`src/rtl/hazard_ctrl_s.sv`:
```
// Hazard controller beside ID/EX: load-use stalls, branch/jump flush windows and memory-wait freezes.
// Optional HAZ_PERF_CNT_EN adds free-running event counters (lu_stall_count, flush_count, busy_count).
module hazard_ctrl_s #(
    parameter int FLUSH_CYCLES = 1,
    parameter int MAX_STALL    = 64
) (
    input  logic       clk,
    input  logic       reset,
    input  logic       id_isValid,
    input  logic [4:0] id_rs1,
    input  logic [4:0] id_rs2,
    input  logic       id_use_rs1,
    input  logic       id_use_rs2,
    input  logic       ex_isValid,
    input  logic [4:0] ex_rd,
    input  logic       ex_mem_read,
    input  logic       ex_jump,
    input  logic       ex_branch,
    input  logic       ex_taken,
    input  logic       mem_busy,
    output logic       pc_stall,
    output logic       ifid_stall,
    output logic       idex_stall,
    output logic       exmem_stall,
    output logic       idex_bubble,
    output logic       ifid_flush,
    output logic       idex_flush,
    output logic       redirect,
    output logic       stall_timeout
`ifdef HAZ_PERF_CNT_EN
    ,
    output logic [31:0] lu_stall_count,
    output logic [31:0] flush_count,
    output logic [31:0] busy_count
`endif
);

    typedef enum logic [1:0] {RUN, LU_STALL, REDIRECT, MEM_WAIT} state_t;

    localparam logic [2:0] FLUSH_LOAD  = 3'(FLUSH_CYCLES - 1);
    localparam logic [7:0] MAX_STALL_B = 8'(MAX_STALL);

    state_t     state_reg, state_next;
    logic [2:0] flush_cnt_reg, flush_cnt_next;
    logic [7:0] busy_cnt_reg, busy_cnt_next;
    logic       timeout_reg;

    logic lu, br, timeout_hit;
    logic pc_stall_c, ifid_stall_c, idex_stall_c, exmem_stall_c;
    logic idex_bubble_c, ifid_flush_c, idex_flush_c, redirect_c;

    assign lu = ex_isValid & ex_mem_read & (ex_rd != 5'd0) & id_isValid &
                ((id_use_rs1 & (id_rs1 == ex_rd)) | (id_use_rs2 & (id_rs2 == ex_rd)));
    assign br = ex_isValid & (ex_jump | (ex_branch & ex_taken));

    // Visible in the same cycle the counter sits at the limit while memory is still busy.
    assign timeout_hit = mem_busy & (busy_cnt_reg == MAX_STALL_B);

    always_comb begin
        pc_stall_c     = 1'b0;
        ifid_stall_c   = 1'b0;
        idex_stall_c   = 1'b0;
        exmem_stall_c  = 1'b0;
        idex_bubble_c  = 1'b0;
        ifid_flush_c   = 1'b0;
        idex_flush_c   = 1'b0;
        redirect_c     = 1'b0;
        state_next     = RUN;
        flush_cnt_next = flush_cnt_reg;
        busy_cnt_next  = 8'd0;

        if (mem_busy) begin
            pc_stall_c    = 1'b1;
            ifid_stall_c  = 1'b1;
            idex_stall_c  = 1'b1;
            exmem_stall_c = 1'b1;
            state_next    = MEM_WAIT;
            busy_cnt_next = (busy_cnt_reg == 8'hFF) ? busy_cnt_reg : busy_cnt_reg + 8'd1;
        end else if (state_reg == REDIRECT) begin
            // EX holds a flushed slot here, so br and lu are both don't-care.
            ifid_flush_c   = 1'b1;
            flush_cnt_next = (flush_cnt_reg == 3'd0) ? 3'd0 : flush_cnt_reg - 3'd1;
            state_next     = (flush_cnt_reg <= 3'd1) ? RUN : REDIRECT;
        end else if (br) begin
            redirect_c   = 1'b1;
            ifid_flush_c = 1'b1;
            idex_flush_c = 1'b1;
            if (FLUSH_CYCLES > 1) begin
                flush_cnt_next = FLUSH_LOAD;
                state_next     = REDIRECT;
            end
        end else if (lu) begin
            pc_stall_c    = 1'b1;
            ifid_stall_c  = 1'b1;
            idex_bubble_c = 1'b1;
            state_next    = LU_STALL;
        end
    end

    always_ff @(posedge clk or negedge reset) begin
        if (!reset) begin
            state_reg     <= RUN;
            flush_cnt_reg <= 3'd0;
            busy_cnt_reg  <= 8'd0;
            timeout_reg   <= 1'b0;
        end else begin
            state_reg     <= state_next;
            flush_cnt_reg <= flush_cnt_next;
            busy_cnt_reg  <= busy_cnt_next;
            timeout_reg   <= timeout_reg | timeout_hit;
        end
    end

    // Controls are combinational, so they are forced low while reset is held.
    assign pc_stall      = reset & pc_stall_c;
    assign ifid_stall    = reset & ifid_stall_c;
    assign idex_stall    = reset & idex_stall_c;
    assign exmem_stall   = reset & exmem_stall_c;
    assign idex_bubble   = reset & idex_bubble_c;
    assign ifid_flush    = reset & ifid_flush_c;
    assign idex_flush    = reset & idex_flush_c;
    assign redirect      = reset & redirect_c;
    assign stall_timeout = reset & (timeout_reg | timeout_hit);

`ifdef HAZ_PERF_CNT_EN
    logic [2:0]  perf_inc;
    logic [31:0] perf_reg [3];

    assign perf_inc = {mem_busy, redirect, idex_bubble};

    generate
        for (genvar gi = 0; gi < 3; gi++) begin : g_perf
            always_ff @(posedge clk or negedge reset) begin
                if (!reset) begin
                    perf_reg[gi] <= 32'd0;
                end else if (perf_inc[gi]) begin
                    perf_reg[gi] <= perf_reg[gi] + 32'd1;
                end
            end
        end
    endgenerate

    assign lu_stall_count = perf_reg[0];
    assign flush_count    = perf_reg[1];
    assign busy_count     = perf_reg[2];
`endif

endmodule

```
`config.mk`:
```
export PLATFORM = sky130hd
export DESIGN_NAME = hazard_ctrl_s
export DESIGN_NICKNAME = d
export VERILOG_FILES = /design/src/rtl/hazard_ctrl_s.sv
export SDC_FILE = /design/constraint.sdc
export NUM_CORES = 1
export LEC_CHECK = 0
export CAP_MARGIN = 5
export CORE_MARGIN = 2
export CORE_UTILIZATION = 40
export CTS_CLUSTER_DIAMETER = 200
export DETAILED_ROUTE_END_ITERATION = 10
export PLACE_DENSITY = 0.74
export SYNTH_ARGS = -nofsm -noshare
export SYNTH_HDL_FRONTEND = slang
export SYNTH_SLANG_ARGS = --single-unit
export TNS_END_PERCENT = 20
```
`constraint.sdc`:
```
create_clock -name clk -period 1.9 [get_ports clk]
set_clock_uncertainty 0.05 [all_clocks]
set_input_delay 0.38 -clock clk [delete_from_list [all_inputs] [get_ports clk]]
set_output_delay 0.38 -clock clk [all_outputs]
set_load 0.01 [all_outputs]
```
==> results.cfg <==
[clock_tree]
cts_num_sinks = 14
clk_latency_ns = 0.28
htreeDepth = 1
cts_tree = done
cts_root_buffer = clkbuf_4
cts_made_buffers = 3
cts_hold_buf = 0
cts_buffer_depth = 2
cts.clk_slew.worst_paths_ns = 0.08

[finish]
final_layout_size_suffix_gt1_share_pct = 30.07
area_delta_synth_final_pct = 56.74
ff_latch_area_sq_um = 350.3
largest_register_ffs = 8
finalCoreUtilization_pct = 65.78
layout.nets = 185
fillCellCount = 174
diodes = 0
multi_input_area_sq_um = 601.8
instances_no_fill = 181

[critical_path]
start_kind = input pin
critPathArrivalTime_ns = 1.58
end_kind = output pin
worstPathRequired_ns = 1.47
crit_type = input pin to output pin
path_max_fanout = 3

[placed_design]
port_buffers = 34
gp_congestion = 0.8078
hpwlAfterDp_um = 1938
dp.cells = 173

[pwr]
p_switching_uw = 234.9
power_density_nw_per_um2 = 523.1
p_leak_uw = 0.0007360
pwr-share-clk_pct = 22.2
p_int_uw = 526.3
swShare_pct = 30.86
p_seq_share_pct = 46.2
combPwrFrac_pct = 31.6
ir_drop_mv = 0.3423

[die]
die-area_sq_um = 2722
core_sq_um = 2212
start_util_pct = 41.97
dieHeight_um = 52.18
rows = 17
num_io_pins = 35
fp.dieW_um = 52.18

[synthesis]
synth_area_sq_um = 928.4
yosysWarnings = 0
synth_edf_count = 0
synth_fp_nets = 133
yosys.area.top_type = dfrtp_1
async_reset_ff_share_pct = 100.0
synth_area_leaders = dfrtp_1 38%, xor2_1 7.5%, ha_1 5.4%, xnor2_1 4.7%, nand2_1 4.0%
netlist.area_leader.share_pct = 37.74
synth_cell_types = 33
synth_flop_cell = dfrtp_1
yosysSeqAreaShare_pct = 37.74
synthCells = 103
syn_avg_cell_area_sq_um = 9.013
ys_ff_latch = 14

[sta]
hold_viol = 0
maxSlewHeadroom_pct = 80.85
fmax_ghz = 0.4984
post-route-period-util_pct = 105.6
holdWs_ns = 0.1646
fin_setup_tns_ns = -0.2710
setup_viol = 4
final_max_slew_viol_count = 0
rsz0062_at_grt = true
worstMarginPinSlew_ns = 0.2861
min_period_ns = 2.006
fin_ws_ns = -0.1063

[run_status]
status = finished, violations left
failed_checks = setup timing

[routing]
drc = 0
drt-initial-drc-count = 17
wl_per_cell_um = 14.34
final_antenna_net_count = 0
firstDrtPassIters = 4
totalWireLength_um = 2595
viasPerCell = 5.271
via_count = 954

[hold_path]
hp-class = input pin to async pin

[grt]
grt_overflow = 0
grt_pass1_vias = 915
grt_use_total_pct = 19.81
antenna_found_initial = 0
grt_max_degree = 11
grt_pass1_wl_um = 3939

[flow_run]
drv_cap = 0
## synthesized netlist by cell type, drive strengths merged (2+ instances only)
library cell / instances
xnor2: 5
nand2: 10
nand2b: 2
buf: 3
nor4: 3
and2: 5
inv: 6
a21oi: 2
nand3: 3
o2111ai: 2
o21ai: 5
o21bai: 3
nor2b: 2
nor2: 8
nand4: 2
nor3: 2
xor2: 8
dfrtp: 14
ha: 4
and3: 2
o31ai: 2
## per-layer routing
| metal | global-route usage [%] | vias to the layer above | part of all wire (%) |
|---|---|---|---|
| li1 | - | 460 | - |
| met1 | 23.59 | 453 | 41 |
| met2 | 35.02 | 37 | 48 |
| met3 | 3.714 | 4 | 9.2 |
| met4 | 7.692 | 0 | 1.2 |
| met5 | 0 | - | 0 |
## kinds of logic (layout without fill, tap and decap cells)
| logic type | count (synthesis) | count (layout) | share of synthesized area, % |
|---|---|---|---|
| AND/OR/NAND/NOR | 41 | 41 | 22.91 |
| multiplexers | 1 | 1 | 1.213 |
| AO/OA/AOI/OAI | 20 | 20 | 15.23 |
| flip-flops | 14 | 14 | 37.74 |
| adder cells (fa/ha/maj) | 4 | 4 | 5.391 |
| XOR/XNOR | 13 | 13 | 12.26 |
| buffers and inverters | 10 | 60 | 5.255 |
## cell type report
cell class | instances | area share [%]
Multi-Input combinational cell | 79 | 41.36
Timing Repair Buffer | 51 | 29.06
Sequential cell | 14 | 24.08
Tap cell | 28 | 2.408
Clock buffer | 3 | 1.548
Inverter | 6 | 1.548
## cell usage in the layout (no fill, tap or decap), types with 2 or more instances in the layout
cell             Yosys  layout
buf_4                3      17
dfrtp_1             14      14
nand2_1             10      10
xor2_1               8       8
nor2_1               8       8
dlygate4sd2_1        0       7
inv_1                6       6
clkdlybuf4s15_1      0       6
buf_2                0       6
xnor2_1              5       5
and2_1               4       5
o21ai_0              5       5
ha_1                 4       4
dlymetal6s2s_1       0       4
clkbuf_2             0       4
clkdlybuf4s50_1      0       4
nor4_2               0       3
o21bai_1             3       3
nand3_1              3       3
clkbuf_4             0       3
o2111ai_1            2       2
buf_6                0       2
## power groups by stage
stage,combinational (uW),sequential (uW),clock (uW)
2_1_floorplan,110,356,0
3_3_place_gp,221,356,0
4_1_cts,222,351,177
6_report,241,352,169
3_5_place_dp,231,357,0
5_1_grt,272,357,182
## critical path: stages
cell	delay, ns
clkdlybuf4s15_1	0.17
xor2_1	0.16
nor4_2	0.30
a32oi_2	0.19
o31ai_4	0.20
buf_2	0.17
## final timing paths
| check | from | endpoint | slack [ns] | depth (start not counted) |
|---|---|---|---|---|
| worst max-delay path | id_rs2[2] | pc_stall | -0.11 | 6 |
| worst min-delay path | reset | flush_cnt_reg[1]$_DFFE_PN0P_ | 0.16 | 2 |
| worst max register to register | busy_cnt_reg[0]$_DFFE_PN0P_ | busy_cnt_reg[5]$_DFFE_PN0P_ | 0.37 | 6 |
| worst min register to register | timeout_reg$_DFF_PN0_ | timeout_reg$_DFF_PN0_ | 0.42 | 1 |
| max in group asynchronous | reset | busy_cnt_reg[7]$_DFFE_PN0P_ | 1.47 | 2 |
| min in group clk | mem_busy | state_reg[0]$_DFF_PN0_ | 0.37 | 2 |
## stage by stage
| stage | power [uW] | setup WS [ns] | instance area, sq um |
|---|---|---|---|
| after floorplan | 465.7 | 0.03547 | 933.4 |
| after global placement | 577.5 | -0.8448 | 1373 |
| after detailed placement | 588.2 | -0.8552 | 1373 |
| after CTS | 750.5 | -0.1861 | 1388 |
| after global routing | 810.7 | -0.1693 | 1455 |
| final | 761.2 | -0.1063 | 1455 |
## what timing repair did
| item | in CTS | in global routing |
|---|---|---|
| gates resized for setup | 55 | 32 |
| setup buffers | 2 | 3 |
| pin swaps | 12 | 16 |
| setup endpoints to repair | 9 | 6 |
No activity file was read; power rests on OpenSTA's default activity.
